$ cat config.mk
export PLATFORM = sky130hd
export DESIGN_NAME = sync_fifo_param
export DESIGN_NICKNAME = d
export VERILOG_FILES = /design/src/rtl/sync_fifo_param.sv
export SDC_FILE = /design/constraint.sdc
export NUM_CORES = 1
export LEC_CHECK = 0
export ABC_AREA = 1
export CORE_ASPECT_RATIO = 1.5
export CORE_MARGIN = 2
export CORE_UTILIZATION = 51
export DETAILED_ROUTE_END_ITERATION = 12
export PLACE_DENSITY_LB_ADDON = 0.25
export SETUP_SLACK_MARGIN = 0.05
export SYNTH_ARGS = -nofsm -noshare
export SYNTH_HDL_FRONTEND = slang
export SYNTH_SLANG_ARGS = --single-unit
$ cat constraint.sdc
create_clock -name clk_i -period 1.9 [get_ports clk_i]
set_clock_uncertainty 0.05 [all_clocks]
set_input_delay 0.38 -clock clk_i [delete_from_list [all_inputs] [get_ports clk_i]]
set_output_delay 0.38 -clock clk_i [all_outputs]
set_load 0.01 [all_outputs]
$ cat src/rtl/sync_fifo_param.sv
// ============================================================================
// sync_fifo_param : parametrised synchronous FIFO, any depth, std/FWFT output
// Rev 1.0 - initial release
// ============================================================================
`default_nettype none

module sync_fifo_param #(
  parameter int DATA_WIDTH = 8,
  parameter int DEPTH      = 8,
  parameter int FWFT       = 0,
  parameter int AF_LEVEL   = DEPTH - 1,
  parameter int AE_LEVEL   = 1
) (
  input  logic                         clk_i,
  input  logic                         rst_ni,
  input  logic                         clr_i,
  input  logic                         wr_en_i,
  input  logic [DATA_WIDTH-1:0]        data_i,
  input  logic                         rd_en_i,
  output logic [DATA_WIDTH-1:0]        data_o,
  output logic                         valid_o,
  output logic                         full_o,
  output logic                         empty_o,
  output logic [$clog2(DEPTH+1)-1:0]   count_o,
  output logic                         almost_full_o,
  output logic                         almost_empty_o,
  output logic                         overflow_o,
  output logic                         underflow_o
);

  localparam int PTR_W = $clog2(DEPTH);
  localparam int CNT_W = $clog2(DEPTH + 1);
  localparam logic [PTR_W-1:0] PTR_LAST = PTR_W'(DEPTH - 1);
  localparam logic [CNT_W-1:0] CNT_FULL = CNT_W'(DEPTH);
  localparam logic [CNT_W-1:0] CNT_AF   = CNT_W'(AF_LEVEL);
  localparam logic [CNT_W-1:0] CNT_AE   = CNT_W'(AE_LEVEL);

  logic [DATA_WIDTH-1:0] mem_q [DEPTH];
  logic [PTR_W-1:0]      wptr_q, wptr_d, rptr_q, rptr_d;
  logic [CNT_W-1:0]      count_q, count_d;
  logic                  overflow_q, overflow_d, underflow_q, underflow_d;
  logic                  full, empty, wr_acc, rd_acc;

  always_comb begin
    full        = (count_q == CNT_FULL);
    empty       = (count_q == '0);
    wr_acc      = wr_en_i && !full && !clr_i;
    rd_acc      = rd_en_i && !empty && !clr_i;
    wptr_d      = wptr_q;
    rptr_d      = rptr_q;
    count_d     = count_q;
    overflow_d  = overflow_q;
    underflow_d = underflow_q;
    if (clr_i) begin
      wptr_d      = '0;
      rptr_d      = '0;
      count_d     = '0;
      overflow_d  = 1'b0;
      underflow_d = 1'b0;
    end else begin
      // Explicit wrap keeps non-power-of-two depths correct
      if (wr_acc) wptr_d = (wptr_q == PTR_LAST) ? '0 : wptr_q + PTR_W'(1);
      if (rd_acc) rptr_d = (rptr_q == PTR_LAST) ? '0 : rptr_q + PTR_W'(1);
      case ({wr_acc, rd_acc})
        2'b10:   count_d = count_q + CNT_W'(1);
        2'b01:   count_d = count_q - CNT_W'(1);
        default: count_d = count_q;
      endcase
      if (wr_en_i && full)  overflow_d  = 1'b1;
      if (rd_en_i && empty) underflow_d = 1'b1;
    end
  end

  always_ff @(posedge clk_i or negedge rst_ni) begin
    if (!rst_ni) begin
      wptr_q      <= '0;
      rptr_q      <= '0;
      count_q     <= '0;
      overflow_q  <= 1'b0;
      underflow_q <= 1'b0;
    end else begin
      wptr_q      <= wptr_d;
      rptr_q      <= rptr_d;
      count_q     <= count_d;
      overflow_q  <= overflow_d;
      underflow_q <= underflow_d;
    end
  end

  always_ff @(posedge clk_i) begin
    if (wr_acc) mem_q[wptr_q] <= data_i;
  end

  assign full_o         = full;
  assign empty_o        = empty;
  assign count_o        = count_q;
  assign almost_full_o  = (count_q >= CNT_AF);
  assign almost_empty_o = (count_q <= CNT_AE);
  assign overflow_o     = overflow_q;
  assign underflow_o    = underflow_q;

  generate
    if (FWFT != 0) begin : g_fwft
      assign data_o  = mem_q[rptr_q];
      assign valid_o = !empty;
    end else begin : g_std
      logic [DATA_WIDTH-1:0] data_q, data_d;
      logic                  valid_q, valid_d;

      // Popped word is held after valid drops; clear leaves it untouched
      always_comb begin
        data_d  = rd_acc ? mem_q[rptr_q] : data_q;
        valid_d = rd_acc;
      end

      always_ff @(posedge clk_i or negedge rst_ni) begin
        if (!rst_ni) begin
          data_q  <= '0;
          valid_q <= 1'b0;
        end else begin
          data_q  <= data_d;
          valid_q <= valid_d;
        end
      end

      assign data_o  = data_q;
      assign valid_o = valid_q;
    end
  endgenerate

endmodule

`default_nettype wire

Word level (Yosys, flattened, before mapping)
Memory sizes are Yosys's and may differ from the RTL's. A register that Yosys moved wholly into a read port is not among the register bits.
Index checks and enable logic that the tools add are counted.
Widths: inputs -> output; s select.
- register bits after elaboration: 13
- bits in writable memories: 64
- input port bits: 13
- output and inout port bits: 19
- logic and storage cells: 48
- memories kept: 1
- $add $sub $neg: 4
- $lt $le $gt $ge: 2
- equal/unequal tests: 5
- mux-type cells: 14
- reduce and logical (&&, ||, !) cells: 16
- memory list (memory ; depth ; width ; read ports ; clocked after memory_dff ; write ports ; RTL line ; text):
    mem_q ; 8 ; 8 ; 1 ; 1 ; 1 ; 38 ; logic [DATA_WIDTH-1:0] mem_q [DEPTH];
- operator list (kind ; count):
    $mux 3 ; 6
    $pmux 4 s2 ; 1
    $reduce_bool 2->1 ; 4
    $add 3x1->3 const B ; 2
    $eq 3x3->1 const B ; 2
    $logic_and 1x1->1 ; 6
    $mux 1 ; 6
    $add 4x1->4 const B ; 1
    $eq 4x4->1 const B ; 1
    $ge 4x3->1 const B ; 1
    $le 4x1->1 const B ; 1
    $logic_not 1->1 ; 4
    $logic_not 4->1 ; 1
    $mux 4 ; 1
    $sub 4x1->4 const B ; 1
    $reduce_bool 3->1 ; 1
    $eq 2x1->1 const B ; 1
    $eq 2x2->1 const B ; 1

Logic depth before layout (Yosys ltp)
- depth in word-level cells: 7
- depth in mapped cells: 11
- gate-level depth less buffers: 11

Least setup slack after synthesis
No wires, ideal clock.
- kind: reg2reg
- from: register count_q[0], in the netlist count_o[0]
- to: memory mem_q[0][0], enable pin
- library setup time: 0.370 ns
- arrival: 1.722 ns
- data required time: 1.480 ns
- path slack: -0.242 ns
- cell stages (with the launch flop): 8
- path buffers: 0
- clock period less this slack: 2.142 ns
- cells stage by stage: dfrtp_1 > inv_1 > ha_1 > nand3_1 > nand2_2 > nor2_1 > nand2_1 > nor2_1
- cells in the longest elaborated chain, start to end: 6
- ends and longest elaborated chain (element ; RTL line ; text):
    from (decl) ; 40 ; logic [CNT_W-1:0] count_q, count_d;
    from (signal assigned) ; 84 ; count_q <= count_d;
    $eq 4x4->1 ; 45 ; full = (count_q == CNT_FULL);
    $logic_not 1->1 ; 47 ; wr_acc = wr_en_i && !full && !clr_i;
    $logic_and 1x1->1 (2 in series) ; 47 ;
    $mux 1 ; 91 ; if (wr_acc) mem_q[wptr_q] <= data_i;
    $mux 1 (not written as such) ; 91 ;
    to (decl) ; 38 ;
No other way between the ends.

Worst setup path after layout
- from: register count_q[1], in the netlist count_o[1]
- to: output count_o[1]
- RTL lines (element ; RTL line ; text):
    to (decl) ; 24 ; output logic [$clog2(DEPTH+1)-1:0] count_o,
No word-level cell between the ends.

==> reports/qor.txt <==
outcome: finished clean
via count: 2482
power per cell area: 1210 nW/um^2
pin count of the biggest net entering global routing: 35
drt initial violations: 214
Seq cells post-synth: 85
Layout area overhead: 19.7%
cts bufs inserted: 9
Yosys cell types: 30
Std-Cell Rows: 37
hpwl dp: 5930 microns
first-pass GRT wire length: 12900 microns
Arrival @ worst endpoint: 1380 ps
VDD IR-drop max: 0.827 mV
Initial Util: 0.530
LEAKAGE: 1.66 nW
GRT Residual Overflow: 0
core area: 6900 sq um
Multi-input gate area: 1170 sq um
DRC Markers: 0
r2r setup slk: 140 ps
Hold WS: 335 ps
Non-Filler Instances: 450
clk root buf: clkbuf_8
Routed WL: 8360 microns
Worst Slack Setup Final: 93.0 ps
Hold Buf Count CTS: 0
commonest non-fill, non-tap cell in the layout: edfxtp_1
Final Net Count: 388
most frequent cells in the layout: edfxtp_1, nor2_1, nand2_1, o21ai_0, clkdlybuf4s50_1
initial antenna violation count: 0
Final ANT Viol Nets: 0
Hold WC Path Type: in2async
Synth Warn #: 0
final hold vios: 0
min Tclk post-route: 1810 ps
crit path kind: reg2out
sequential cell area: 2450 sq um
Reg2Reg Depth: 7
Worst Max-Slew Pin Slew: 440 ps
worst-path fanout max: 5
Critical Path Start Type: flop
max frequency: 553 MHz
placed instance count: 433
chip width: 73.1 microns
number of global-route vias before repair: 2476
Max clock buf depth: 2
drt pass-1 iters: 4
port bufs: 31
IO Pins: 32
Placement Cell Area: 4190 sq um
Avg WL per Cell: 18.6 microns
layout cells sized above 1: 0.164
worst-skew pair later-pin latency: 350 ps
# diodes: 0
Post-Syn Area per Cell: 11.3 sq um
fin util: 0.634
Vias/cell: 5.52
reg-to-reg startpoint: count_o[1]
final instance area: 4370 sq um
clock slew seen by the registers of the worst setup and hold paths: 80 ps
GPL Wtd Cong: 0.812
Crit. End Element: output port
H-tree levels: 3
data required time of the worst path: 1470 ps
Syn Nets: 344
sink count of the clock tree: 85
Slew Limit Fails: 0
die area: 7870 sq um
DIE HEIGHT: 108 microns
CTS tree: yes
Cells after Synth: 323
Synth Cell Area: 3650 sq um
final period utilization: 0.951
fill count: 553
Post-Place Worst Slack: -41.0 ps
RSZ-0062 raised after global routing: true
max-cap violations: 0
GRT Util Overall: 0.234
sequential area share after synthesis: 0.670
Final setup viols: 0
Worst slew margin: 0.703
Worst R2R End: mem_q[0][3]
registers in the layout, summed over array words and instances, names as in the netlist:
signal	count
rptr_q	3
underflow_o	1
wptr_q	3
count_o	4
overflow_o	1
mem_q	64
data_o	8
valid_o	1
synth_stat cells (all sizes together):
| master | n | area share |
|---|---|---|
| edfxtp | 64 | 0.53 |
| nor2 | 63 | 0.069 |
| nand2 | 53 | 0.056 |
| o21ai | 40 | 0.056 |
| dfrtp | 21 | 0.14 |
| inv | 17 | 0.017 |
| o211ai | 16 | 0.033 |
| nand3 | 15 | 0.024 |
| buf | 10 | 0.017 |
| ha | 8 | 0.027 |
| a21oi | 3 | 0.0082 |
| clkbuf | 3 | 0.0031 |
| o21a | 3 | 0.0062 |
| nand4 | 2 | 0.0034 |
| clkinv | 1 | 0.0010 |
| nand3b | 1 | 0.0021 |
| o22ai | 1 | 0.0017 |
| xnor2 | 1 | 0.0024 |
| xor2 | 1 | 0.0024 |
metrics by stage:
stage | power [W] | TNS (ps)
global placement | 0.00422 | -215
detailed placement | 0.00425 | -1110
floorplan | 0.00338 | 0
global route | 0.00562 | 0
finish | 0.00531 | 0
CTS | 0.00533 | 0
timing repair:
action,CTS,global route
endpoints found under the hold margin,0,0
setup endpoints to repair,61,4
buffers inserted,0,1
resized for setup,22,3
layer usage:
metal | track usage | share of wire | routed length (microns)
met1 | 0.253 | 0.36 | 3000
met4 | 0.134 | 0.047 | 393
met5 | 0 | 0 | 0
met2 | 0.413 | 0.55 | 4590
met3 | 0.0468 | 0.044 | 370
area by class of cell:
class | instances | area share
sequential | 85 | 0.561
clock inverter | 3 | 0.00315
multi-input combinational | 207 | 0.268
tap | 78 | 0.0223
clock buffer | 13 | 0.0340
inverter | 18 | 0.0155
timing repair buffer | 46 | 0.0967
power breakdown:
part | internal [W] | switching [W]
clock | 0.000504 | 0.000584
combinational | 0.000801 | 0.00112
sequential | 0.00218 | 0.000125
how the worst max path moves through the flow:
stage	startpoint	end	slack [ps]	cells past startpoint
after floorplan	count_o[1]	mem_q[0][0]	60	7
after global placement	wr_en_i	mem_q[0][2]	-20	5
after detailed placement	wr_en_i	mem_q[0][3]	-40	5
after CTS	count_o[2]	count_o[2]	70	1
after global routing	count_o[0]	empty_o	30	5
final	count_o[1]	count_o[1]	90	2
critical path, cell delays in order, from the launching register on:
cell and delay, ps:
dfrtp_1 360, buf_4 140, clkdlybuf4s50_1 530
logic make-up (layout without fill, tap and decap cells):
kind of cell / after synthesis / in the layout / synth area share
simple gates: 134 / 134 / 0.155
flops: 85 / 85 / 0.670
compound gates: 63 / 63 / 0.105
buf+inv: 31 / 80 / 0.0387
fa+ha+maj: 8 / 8 / 0.0274
xor+xnor: 2 / 2 / 0.00479
Note: power is estimated with default switching activity, not from simulation.
